===== src/rtl/uart_pkg.sv =====
// +----------------------------------------------------------------------------+
// | Module   : uart_pkg                                                        |
// | Purpose  : Shared types and constants for the framed UART transmitter.     |
// |            Parity-mode and FSM-state encodings, line idle level.           |
// | Revision : 1.0  initial release                                            |
// +----------------------------------------------------------------------------+
`default_nettype none

package uart_pkg;

  // Runtime parity selection; 2'b11 is reserved and behaves as "none".
  typedef enum logic [1:0] {
    PAR_NONE  = 2'b00,
    PAR_EVEN  = 2'b01,
    PAR_ODD   = 2'b10,
    PAR_RSVD  = 2'b11
  } parity_e;

  // Transmit FSM states.
  typedef enum logic [2:0] {
    ST_IDLE   = 3'd0,
    ST_START  = 3'd1,
    ST_DATA   = 3'd2,
    ST_PARITY = 3'd3,
    ST_STOP   = 3'd4
  } tx_state_e;

  // Level driven on the serial line whenever no frame is in flight.
  localparam logic IDLE_LEVEL = 1'b1;

  // True when the mode inserts a parity bit into the frame.
  function automatic logic parity_enabled(input parity_e mode);
    return (mode == PAR_EVEN) || (mode == PAR_ODD);
  endfunction

endpackage

`default_nettype wire


===== src/rtl/uart_tx_fifo.sv =====
// +----------------------------------------------------------------------------+
// | Module   : uart_tx_fifo                                                    |
// | Purpose  : Synchronous input FIFO for uart_tx_framed. Only built when      |
// |            UART_TX_FIFO_EN is defined. Pointers and count are              |
// |            log2(DEPTH)+1 bits wide and wrap naturally.                     |
// | Revision : 1.0  initial release                                            |
// +----------------------------------------------------------------------------+
`default_nettype none

`ifdef UART_TX_FIFO_EN
module uart_tx_fifo #(
  parameter int WIDTH = 10,
  parameter int DEPTH = 16
) (
  input  logic             clk_in,
  input  logic             rst_in,
  input  logic             push_in,
  input  logic [WIDTH-1:0] wr_data_in,
  output logic             full_out,
  input  logic             pop_in,
  output logic [WIDTH-1:0] rd_data_out,
  output logic             empty_out
);

  localparam int AW = $clog2(DEPTH);

  logic [AW:0]      wr_ptr_q, wr_ptr_d;
  logic [AW:0]      rd_ptr_q, rd_ptr_d;
  logic [AW:0]      count_q, count_d;
  logic [WIDTH-1:0] mem_q [DEPTH];
  logic             do_push;
  logic             do_pop;

  // Full when the pointers differ only in their wrap bit; a push into a full
  // FIFO is refused even if a pop happens in the same cycle.
  assign full_out    = ((wr_ptr_q ^ rd_ptr_q) == {1'b1, {AW{1'b0}}});
  assign empty_out   = (count_q == '0);
  assign do_push     = push_in && !full_out;
  assign do_pop      = pop_in && !empty_out;
  assign rd_data_out = mem_q[rd_ptr_q[AW-1:0]];

  // Next pointer and occupancy values.
  always_comb begin
    wr_ptr_d = wr_ptr_q + {{AW{1'b0}}, do_push};
    rd_ptr_d = rd_ptr_q + {{AW{1'b0}}, do_pop};
    count_d  = count_q;
    case ({do_push, do_pop})
      2'b10:   count_d = count_q + 1'b1;
      2'b01:   count_d = count_q - 1'b1;
      default: count_d = count_q;
    endcase
  end

  // Pointer and count registers; reset empties the FIFO.
  always_ff @(posedge clk_in or posedge rst_in) begin
    if (rst_in) begin
      wr_ptr_q <= '0;
      rd_ptr_q <= '0;
      count_q  <= '0;
    end else begin
      wr_ptr_q <= wr_ptr_d;
      rd_ptr_q <= rd_ptr_d;
      count_q  <= count_d;
    end
  end

  // Storage array; contents need no reset since the pointers qualify them.
  always_ff @(posedge clk_in) begin
    if (do_push) begin
      mem_q[wr_ptr_q[AW-1:0]] <= wr_data_in;
    end
  end

endmodule
`endif

`default_nettype wire


===== src/rtl/uart_tx_framed.sv =====
// +----------------------------------------------------------------------------+
// | Module   : uart_tx_framed                                                  |
// | Purpose  : Parametrised UART transmitter: start, DATA_BITS data (LSB       |
// |            first), optional runtime parity, STOP_BITS stop bits.           |
// |            valid/ready input, gapless back-to-back frames.                 |
// | Options  : define UART_TX_FIFO_EN to insert a FIFO_DEPTH-entry input FIFO. |
// | Revision : 1.0  initial release                                            |
// +----------------------------------------------------------------------------+
`default_nettype none

module uart_tx_framed
  import uart_pkg::*;
#(
  parameter int CLKS_PER_BIT = 694,
  parameter int DATA_BITS    = 8,
  parameter int STOP_BITS    = 1,
  parameter int FIFO_DEPTH   = 16
) (
  input  logic                 clk_in,
  input  logic                 rst_in,
  input  logic                 valid_in,
  output logic                 ready_out,
  input  logic [DATA_BITS-1:0] data_in,
  input  parity_e              parity_in,
  output logic                 tx_out,
  output logic                 busy_out,
  output logic                 done_out
);

  localparam int CNT_W = (CLKS_PER_BIT > 1) ? $clog2(CLKS_PER_BIT) : 1;
  localparam int IDX_W = $clog2(DATA_BITS + 1);

  localparam logic [CNT_W-1:0] CNT_LAST  = CNT_W'(CLKS_PER_BIT - 1);
  localparam logic [IDX_W-1:0] DATA_LAST = IDX_W'(DATA_BITS - 1);
  localparam logic [IDX_W-1:0] STOP_LAST = IDX_W'(STOP_BITS - 1);

  tx_state_e            state_q, state_d;
  logic [CNT_W-1:0]     cnt_q, cnt_d;
  logic [IDX_W-1:0]     idx_q, idx_d;
  logic [DATA_BITS-1:0] shreg_q, shreg_d;
  logic                 par_en_q, par_en_d;
  logic                 par_bit_q, par_bit_d;
  logic                 tx_q, tx_d;
  logic                 busy_q, busy_d;
  logic                 done_q, done_d;

  logic                 cnt_last;
  logic                 load_window;
  logic                 take;
  logic                 src_valid;
  logic [DATA_BITS-1:0] src_data;
  parity_e              src_par;

  assign cnt_last    = (cnt_q == CNT_LAST);
  // A new frame may be loaded when idle, or in the very last clock of the
  // final stop bit so the next start bit follows with no idle gap.
  assign load_window = (state_q == ST_IDLE) ||
                       ((state_q == ST_STOP) && (idx_q == STOP_LAST) && cnt_last);
  assign take        = load_window && src_valid;

`ifdef UART_TX_FIFO_EN
  localparam int FW = DATA_BITS + 2;

  logic          fifo_full;
  logic          fifo_empty;
  logic [FW-1:0] fifo_rd;

  uart_tx_fifo #(
    .WIDTH (FW),
    .DEPTH (FIFO_DEPTH)
  ) u_fifo (
    .clk_in      (clk_in),
    .rst_in      (rst_in),
    .push_in     (valid_in),
    .wr_data_in  ({parity_in, data_in}),
    .full_out    (fifo_full),
    .pop_in      (take),
    .rd_data_out (fifo_rd),
    .empty_out   (fifo_empty)
  );

  assign src_valid = !fifo_empty;
  assign src_data  = fifo_rd[DATA_BITS-1:0];
  assign src_par   = parity_e'(fifo_rd[FW-1 -: 2]);
  assign ready_out = !rst_in && !fifo_full;
`else
  assign src_valid = valid_in;
  assign src_data  = data_in;
  assign src_par   = parity_in;
  assign ready_out = !rst_in && load_window;
`endif

  assign tx_out   = tx_q;
  assign busy_out = busy_q;
  assign done_out = done_q;

  // Next-state logic: bit timing, data shifting and frame loading.
  always_comb begin
    state_d   = state_q;
    cnt_d     = cnt_q;
    idx_d     = idx_q;
    shreg_d   = shreg_q;
    par_en_d  = par_en_q;
    par_bit_d = par_bit_q;
    tx_d      = tx_q;
    busy_d    = busy_q;
    done_d    = 1'b0;

    case (state_q)
      ST_IDLE: begin
        tx_d   = IDLE_LEVEL;
        busy_d = 1'b0;
      end
      ST_START: begin
        if (cnt_last) begin
          state_d = ST_DATA;
          cnt_d   = '0;
          idx_d   = '0;
          tx_d    = shreg_q[0];
        end else begin
          cnt_d = cnt_q + 1'b1;
        end
      end
      ST_DATA: begin
        if (cnt_last) begin
          cnt_d = '0;
          if (idx_q == DATA_LAST) begin
            idx_d = '0;
            if (par_en_q) begin
              state_d = ST_PARITY;
              tx_d    = par_bit_q;
            end else begin
              state_d = ST_STOP;
              tx_d    = IDLE_LEVEL;
            end
          end else begin
            idx_d   = idx_q + 1'b1;
            shreg_d = shreg_q >> 1;
            tx_d    = shreg_q[1];
          end
        end else begin
          cnt_d = cnt_q + 1'b1;
        end
      end
      ST_PARITY: begin
        if (cnt_last) begin
          state_d = ST_STOP;
          cnt_d   = '0;
          idx_d   = '0;
          tx_d    = IDLE_LEVEL;
        end else begin
          cnt_d = cnt_q + 1'b1;
        end
      end
      ST_STOP: begin
        if (cnt_last) begin
          cnt_d = '0;
          if (idx_q == STOP_LAST) begin
            done_d  = 1'b1;
            state_d = ST_IDLE;
            idx_d   = '0;
            busy_d  = 1'b0;
            tx_d    = IDLE_LEVEL;
          end else begin
            idx_d = idx_q + 1'b1;
          end
        end else begin
          cnt_d = cnt_q + 1'b1;
        end
      end
      default: begin
        state_d = ST_IDLE;
        cnt_d   = '0;
        idx_d   = '0;
        tx_d    = IDLE_LEVEL;
        busy_d  = 1'b0;
      end
    endcase

    // Loading overrides the above; the done pulse from a finishing frame is kept.
    if (take) begin
      state_d   = ST_START;
      cnt_d     = '0;
      idx_d     = '0;
      shreg_d   = src_data;
      par_en_d  = parity_enabled(src_par);
      par_bit_d = (src_par == PAR_ODD) ? ~^src_data : ^src_data;
      tx_d      = 1'b0;
      busy_d    = 1'b1;
    end
  end

  // FSM and datapath registers; reset returns the line high at once.
  always_ff @(posedge clk_in or posedge rst_in) begin
    if (rst_in) begin
      state_q   <= ST_IDLE;
      cnt_q     <= '0;
      idx_q     <= '0;
      shreg_q   <= '0;
      par_en_q  <= 1'b0;
      par_bit_q <= 1'b0;
      tx_q      <= IDLE_LEVEL;
      busy_q    <= 1'b0;
      done_q    <= 1'b0;
    end else begin
      state_q   <= state_d;
      cnt_q     <= cnt_d;
      idx_q     <= idx_d;
      shreg_q   <= shreg_d;
      par_en_q  <= par_en_d;
      par_bit_q <= par_bit_d;
      tx_q      <= tx_d;
      busy_q    <= busy_d;
      done_q    <= done_d;
    end
  end

endmodule

`default_nettype wire


===== config.mk =====
export PLATFORM = sky130hd
export DESIGN_NAME = uart_tx_framed
export DESIGN_NICKNAME = d
export VERILOG_FILES = /design/src/rtl/uart_pkg.sv /design/src/rtl/uart_tx_fifo.sv /design/src/rtl/uart_tx_framed.sv
export SDC_FILE = /design/constraint.sdc
export NUM_CORES = 1
export LEC_CHECK = 0
export CAP_MARGIN = 0
export CORE_AREA = 2 2 59 61
export CTS_CLUSTER_SIZE = 8
export DETAILED_ROUTE_END_ITERATION = 12
export DIE_AREA = 0 0 61 63
export HOLD_SLACK_MARGIN = 0.15
export MAX_ROUTING_LAYER = met4
export PLACE_DENSITY = 0.75
export RECOVER_POWER = 100
export SYNTH_ARGS = -nofsm -noshare
export SYNTH_HDL_FRONTEND = slang
export SYNTH_SLANG_ARGS = --single-unit

===== constraint.sdc =====
create_clock -name clk_in -period 3.05 [get_ports clk_in]
set_clock_uncertainty 0.15 [all_clocks]
set_input_delay 0.61 -clock clk_in [delete_from_list [all_inputs] [get_ports clk_in]]
set_output_delay 0.61 -clock clk_in [all_outputs]
set_load 0.02 [all_outputs]

; Word level (Yosys, flattened, before mapping)
; Index checks and enable logic that the tools add are counted.
[word_totals]
ff_bits = 30
in_bits = 13
out_inout_bits = 4
elab_cells = 90
[classes]
n_addsub = 2
n_eq_ne = 18
mux = 40
n_reduce_logical = 21
[ops]
columns = operator, count
row1 = 8-bit two-way mux, 4
row2 = 3-bit two-way mux, 8
row3 = 4-bit two-way mux, 6
row4 = 10-bit two-way mux, 2
row5 = 10-bit case mux with 2 select lines, 1
row6 = 4-bit case mux with 4 select lines, 1
row7 = 1-bit two-way mux, 15
row8 = "3-bit inequality test, second input constant", 5
row9 = 3-bit case mux with 5 select lines, 1
row10 = "10-bit by 1-bit adder with 10-bit output, second input constant", 1
row11 = "10-bit == test, second input constant", 1
row12 = 8-bit XNOR reduction, 1
row13 = 8-bit parity, 1
row14 = 7-bit AND reduction, 1
row15 = "3-bit by 2-bit == test with 1-bit output, second input constant", 2
row16 = 3-bit AND reduction, 2
row17 = 5-bit AND reduction, 1
row18 = "4-bit by 1-bit adder with 4-bit output, second input constant", 1
row19 = "4-bit by 3-bit == test with 1-bit output, second input constant", 1
row20 = 1-bit logical AND, 4
row21 = 4-bit logical NOT, 1
row22 = "2-bit inequality test, second input constant", 2
row23 = 1-bit case mux with 4 select lines, 1
row24 = 4-bit AND reduction, 1
row25 = other kinds (15), 17

; Logic depth before layout (Yosys ltp)
; Gate-level depths: netlist (run 1).
[depth]
word_depth = 7
depth_mapped = 9
depth_no_buf = 7

; Least setup slack after synthesis (run 1)
; Ideal clock, no wire load.
[synth_path]
kind = register -> output
start = reg idx_q[0]
end = out ready_out
arrival_ps = 2073
required_ps = 2290
slack_ps = 217
stages_incl_launch_ff = 7
cell_sequence = dfrtp_1 -> inv_1 -> ha_1 -> or3b_2 -> nor4_2 -> nor2_1 -> nor4_1
[synth_between]
elab_chain_len = 5
[synth_lines]
columns = element, line
row1 = from (decl), uart_tx_framed.sv:39  ; logic [IDX_W-1:0] idx_q, idx_d;
row2 = from (signal assigned), uart_tx_framed.sv:208  ; idx_q <= idx_d;
row3 = 4-bit logical NOT, uart_tx_framed.sv:58  ; ((state_q == ST_STOP) && (idx_q == STOP_LAST) && cnt_last);
row4 = 1-bit logical AND (2 in series), uart_tx_framed.sv:58
row5 = 1-bit logical OR, uart_tx_framed.sv:57  ; assign load_window = (state_q == ST_IDLE) ||
row6 = 1-bit logical AND, uart_tx_framed.sv:90  ; assign ready_out = !rst_in && load_window;
row7 = to (decl), uart_tx_framed.sv:22  ; output logic ready_out,
; Every way passes these cells.

; Worst setup path after layout (run 1)
; Ends and elaborated chain as after synthesis.

==> impl.org, run 1 <==
** Flow run
- Number of max-capacitance violations reported :: 0

** Die
- Effective utilization at floorplan :: 52.4%
- The floorplan step set the die width to 61 um.
- Placement row count :: 21
- Area enclosed by the die boundary :: 3840 um^2
- Floorplan die height :: 63 um
- 17 I/O pins were placed.
- Core area :: 3230 um^2

** Place
- Input and output buffers added on the ports amount to 16.
- HPWL reported at the end of detailed placement :: 2.60 mm
- Place WS :: 63.6 ps
- Final Wtd Congestion :: 0.885

** Drt
- Vias per cell :: 5.71
- Final wirelength :: ~3.4 mm
- In the final routed layout, each cell accounts on average for 14.4 um.
- Initial DRC Count :: 86
- The count of nets left with antenna violations once routing finished came out at 0.
- The routed layout has approximately 1,400 vias.
- Before antenna repair, the detailed router went through 4 iterations.
- DR DRC count :: 0

** Global route
- Number of global-route vias before repair :: 1,369
- Summed over all layers, the global routing overflow is 0.
- Met3 routing resource usage after global routing :: under 10%
- Global-route track usage on met1 :: 25.1%
- The number of antenna violations at the first check in global routing came to 0.
- The layer flagged by global routing as most heavily used is met2.
- Global routing consumed, over all layers together, a little over a fifth of the routing resources.
- The first global-routing pass estimated 5.95 mm of wire.
- Largest net degree at the start of global routing :: 14
- For this run, global-route usage on met2 was measured as 32.8%.

** Timing
- Final clock period utilization by the worst path :: 93.9%
- Total Negative Setup Slacks :: 0 ps
- The max-slew violation count came to 0.
- Final count of hold timing violations :: 0
- Setup Viol. Count Final :: 0
- Setup repair after global routing left no endpoint under its margin.
- Min setup slack post-route :: approximately 190 ps
- Maximum operating frequency :: 0.349 GHz
- For the pin with the worst max-slew slack, the measured transition is roughly 880 ps.
- Subtracting the final worst setup slack from the clock period gives 2860 ps.
- Tightest slew margin relative to the limit :: 41.4%

** Clock network
- The tree is rooted in a clkbuf_4.
- No sink is reached through more buffers than the 2 on the longest clock path.
- Clock tree from TritonCTS :: built
- Buffers inserted during post-CTS setup optimization :: 0
- Register clock-pin slew on the reported worst setup and hold paths :: 80 ps
- Clock latency on the worst-skew pair, taken at its later pin, is 320 ps.
- CTS built an H-tree with a depth of 2.
- Inserted Clock Buffers :: 5
- For this design, the sink count on the clock tree is 30.

** Critical path
- Of all nets on the critical path, the largest fanout is 3.
- Crit. End Element :: primary output
- Setup crit start kind :: flop
- Crit path arrival time :: about 2100 ps
- CP Data Required Time :: 2290 ps
- Category of the critical setup timing path :: reg2out
- Cell at the slowest stage of the critical path :: or3b_2
- The worst register-to-register path has a depth of 8.
- On the worst path, the slowest cell contributes a delay of 500 ps.
- The critical path goes through inv_1 -> ha_1 -> or3b_2 -> nor4_4 -> nor2_1 -> nor4_1 -> buf_2.

** Layout
- From synthesis to final layout, the design area changed by 14.3%.
- Ant. Diodes :: 0
- Count of nets after finishing :: 212
- Finished Core Util :: approximately 60%
- Of the cells placed in the final design, the portion with a size suffix greater than 1 is 6.19%.

** Run status
- Status :: finished clean

** Yosys
- Syn_nets :: 190
- Counting flops with a built-in enable in the synthesized netlist gives 0.
- Each instance of the synthesized netlist takes up on average 9.85 um^2.
- Largest area contributor in the netlist :: dfrtp_1
- After synthesis, the share of flip-flops with an asynchronous set or reset is between 90% and 100%.
- Portion of the post-synthesis area used by sequential elements :: 44.4%
- Mapped Area :: 1690 um^2
- Total of flip-flops plus latches after synthesis :: 30
- Area fraction of the dominant cell type after synthesis :: 42.8%
- Counting distinct cell types in the post-synthesis netlist gives 48.
- Number of standard cells after synthesis :: 172
- By area the synthesized netlist is led by dfrtp_1 43%, mux2i_1 4.1%, xnor2_1 4.1%, ha_1 3.7%, nand2_1 3.3%.
- Most used flip-flop cell after synthesis :: dfrtp_1
- Number of warnings reported in the yosys synthesis log :: 0

** Worst hold path
- The path class of the tightest hold or removal check is reg2reg.
- Worst hold stages :: 1

** Power and ir drop
- Power per Cell Area :: 639 nW/um^2
- Leak :: slightly above 0.8 nW
- Maximum resistive drop on vdd :: ~350 uV
==> Yosys cell counts (all sizes together) (3+ instances only) <==
library cell and number:
nor3b 3, a22o 5, o21ai 15, nor4 4, nand3 6, ha 5
nor2 10, dfrtp 29, xnor2 8, buf 4, a21oi 7, mux2i 7
nand2 15, inv 9, clkbuf 3, a21o 5, or3 4, xor2 3
==> critical path, delay by kind of cell (launching register included) <==
family | cells | cell delay (ps)
adders and majority gates | 1 | 140
buffers and inverters | 2 | 310
DFF | 1 | 400
and+or+nand+nor | 4 | 940
==> state kept, by name (all words and copies together) (netlist names) <==
register	flops
done_out	1
busy_out	1
tx_out	1
shreg_q	8
par_bit_q	1
idx_q	4
cnt_q	10
state_q	3
par_en_q	1
==> routing by layer <==
layer	wire [um]	share of wire (%)	vias to the layer above
li1	-	-	662
met1	1470	43	673
met2	1810	52	28
met3	124	3.6	7
met4	45	1.3	0
met5	0	0	-
==> layout make-up <==
class                           count  area, um^2
Tap cell                           46        57.6
Fill cell                         284        1290
Timing Repair Buffer               22         181
Clock buffer                        7        45.0
Inverter                            9        33.8
Multi-Input combinational cell    126         867
Sequential cell                    30         752
==> kinds of logic (layout without fill, tap and decap cells) <==
family	after synthesis	count (layout)	share of synthesized area [%]
xor gates and xnor gates	11	11	5.69
and+or+nand+nor	57	57	19.1
buffers and inverters	16	38	4.50
AOI/OAI and AO/OA	44	44	17.2
adders and majority gates	5	5	3.69
DFF	30	30	44.4
muxes	9	9	5.47
==> power breakdown <==
part           switching (mW)  internal, mW
Sequential              0.118         0.532
Combinational           0.195         0.181
Clock                   0.125        0.0868
==> final timing paths <==
| path | startpoint | end | slack (ps) |
|---|---|---|---|
| worst min register to register | shreg_q[3] | shreg_q[3] | 340 |
| min in group asynchronous | rst_in | done_out | 610 |
| max in group asynchronous | rst_in | state_q[0] | 1300 |
| worst max register to register | cnt_q[1] | state_q[0] | 340 |
| worst min-delay path | shreg_q[3] | shreg_q[3] | 340 |
| worst max-delay path | idx_q[0] | ready_out | 190 |
==> through the flow <==
stage | hold slack [ps] | instance area [um^2] | power (mW) | cells
floorplan | 298 | 1690 | 0.905 | 172
global placement | 312 | 1910 | 1.02 | 233
detailed placement | 321 | 1910 | 1.04 | 233
CTS | 340 | 1960 | 1.25 | 240
global route | 360 | 1940 | 1.34 | 240
finish | 337 | 1940 | 1.24 | 240
==> cell usage in the layout (no fill, tap or decap), types with 2 or more instances in the layout <==
cell and instances:
a21o_1 5, nand4b_1 2, o31ai_1 2, nor4_1 3
a22o_1 5, or3_1 4, o21ai_1 3, nand2_1 15
ha_1 5, o21ai_0 12, xnor2_1 8, inv_1 9
a21oi_1 7, mux2_1 2, dfrtp_1 29, nor2_1 9
and3_1 2, clkbuf_1 7, dlygate4sd3_1 4, nor3_1 2
nand2b_1 2, xor2_1 3, nand3_1 6, clkbuf_4 5
nor3b_1 3, mux2i_1 7, clkdlybuf4s50_1 11
==> what timing repair did <==
action,CTS,global route
resized for setup,3,3
hold buffers,0,0
endpoints found under the setup margin,1,1
endpoints found under the hold margin,0,0
Note: power is estimated with default switching activity, not from simulation.
==> inputs of run 2 (changes only) <==
--- a/config.mk
+++ b/config.mk
@@ -17,3 +17,4 @@
 export SYNTH_ARGS = -nofsm -noshare
 export SYNTH_HDL_FRONTEND = slang
 export SYNTH_SLANG_ARGS = --single-unit
+export TNS_END_PERCENT = 1
==> results of run 2 <==
No change in the layout: final DEF, timing and power equal those of run 1.
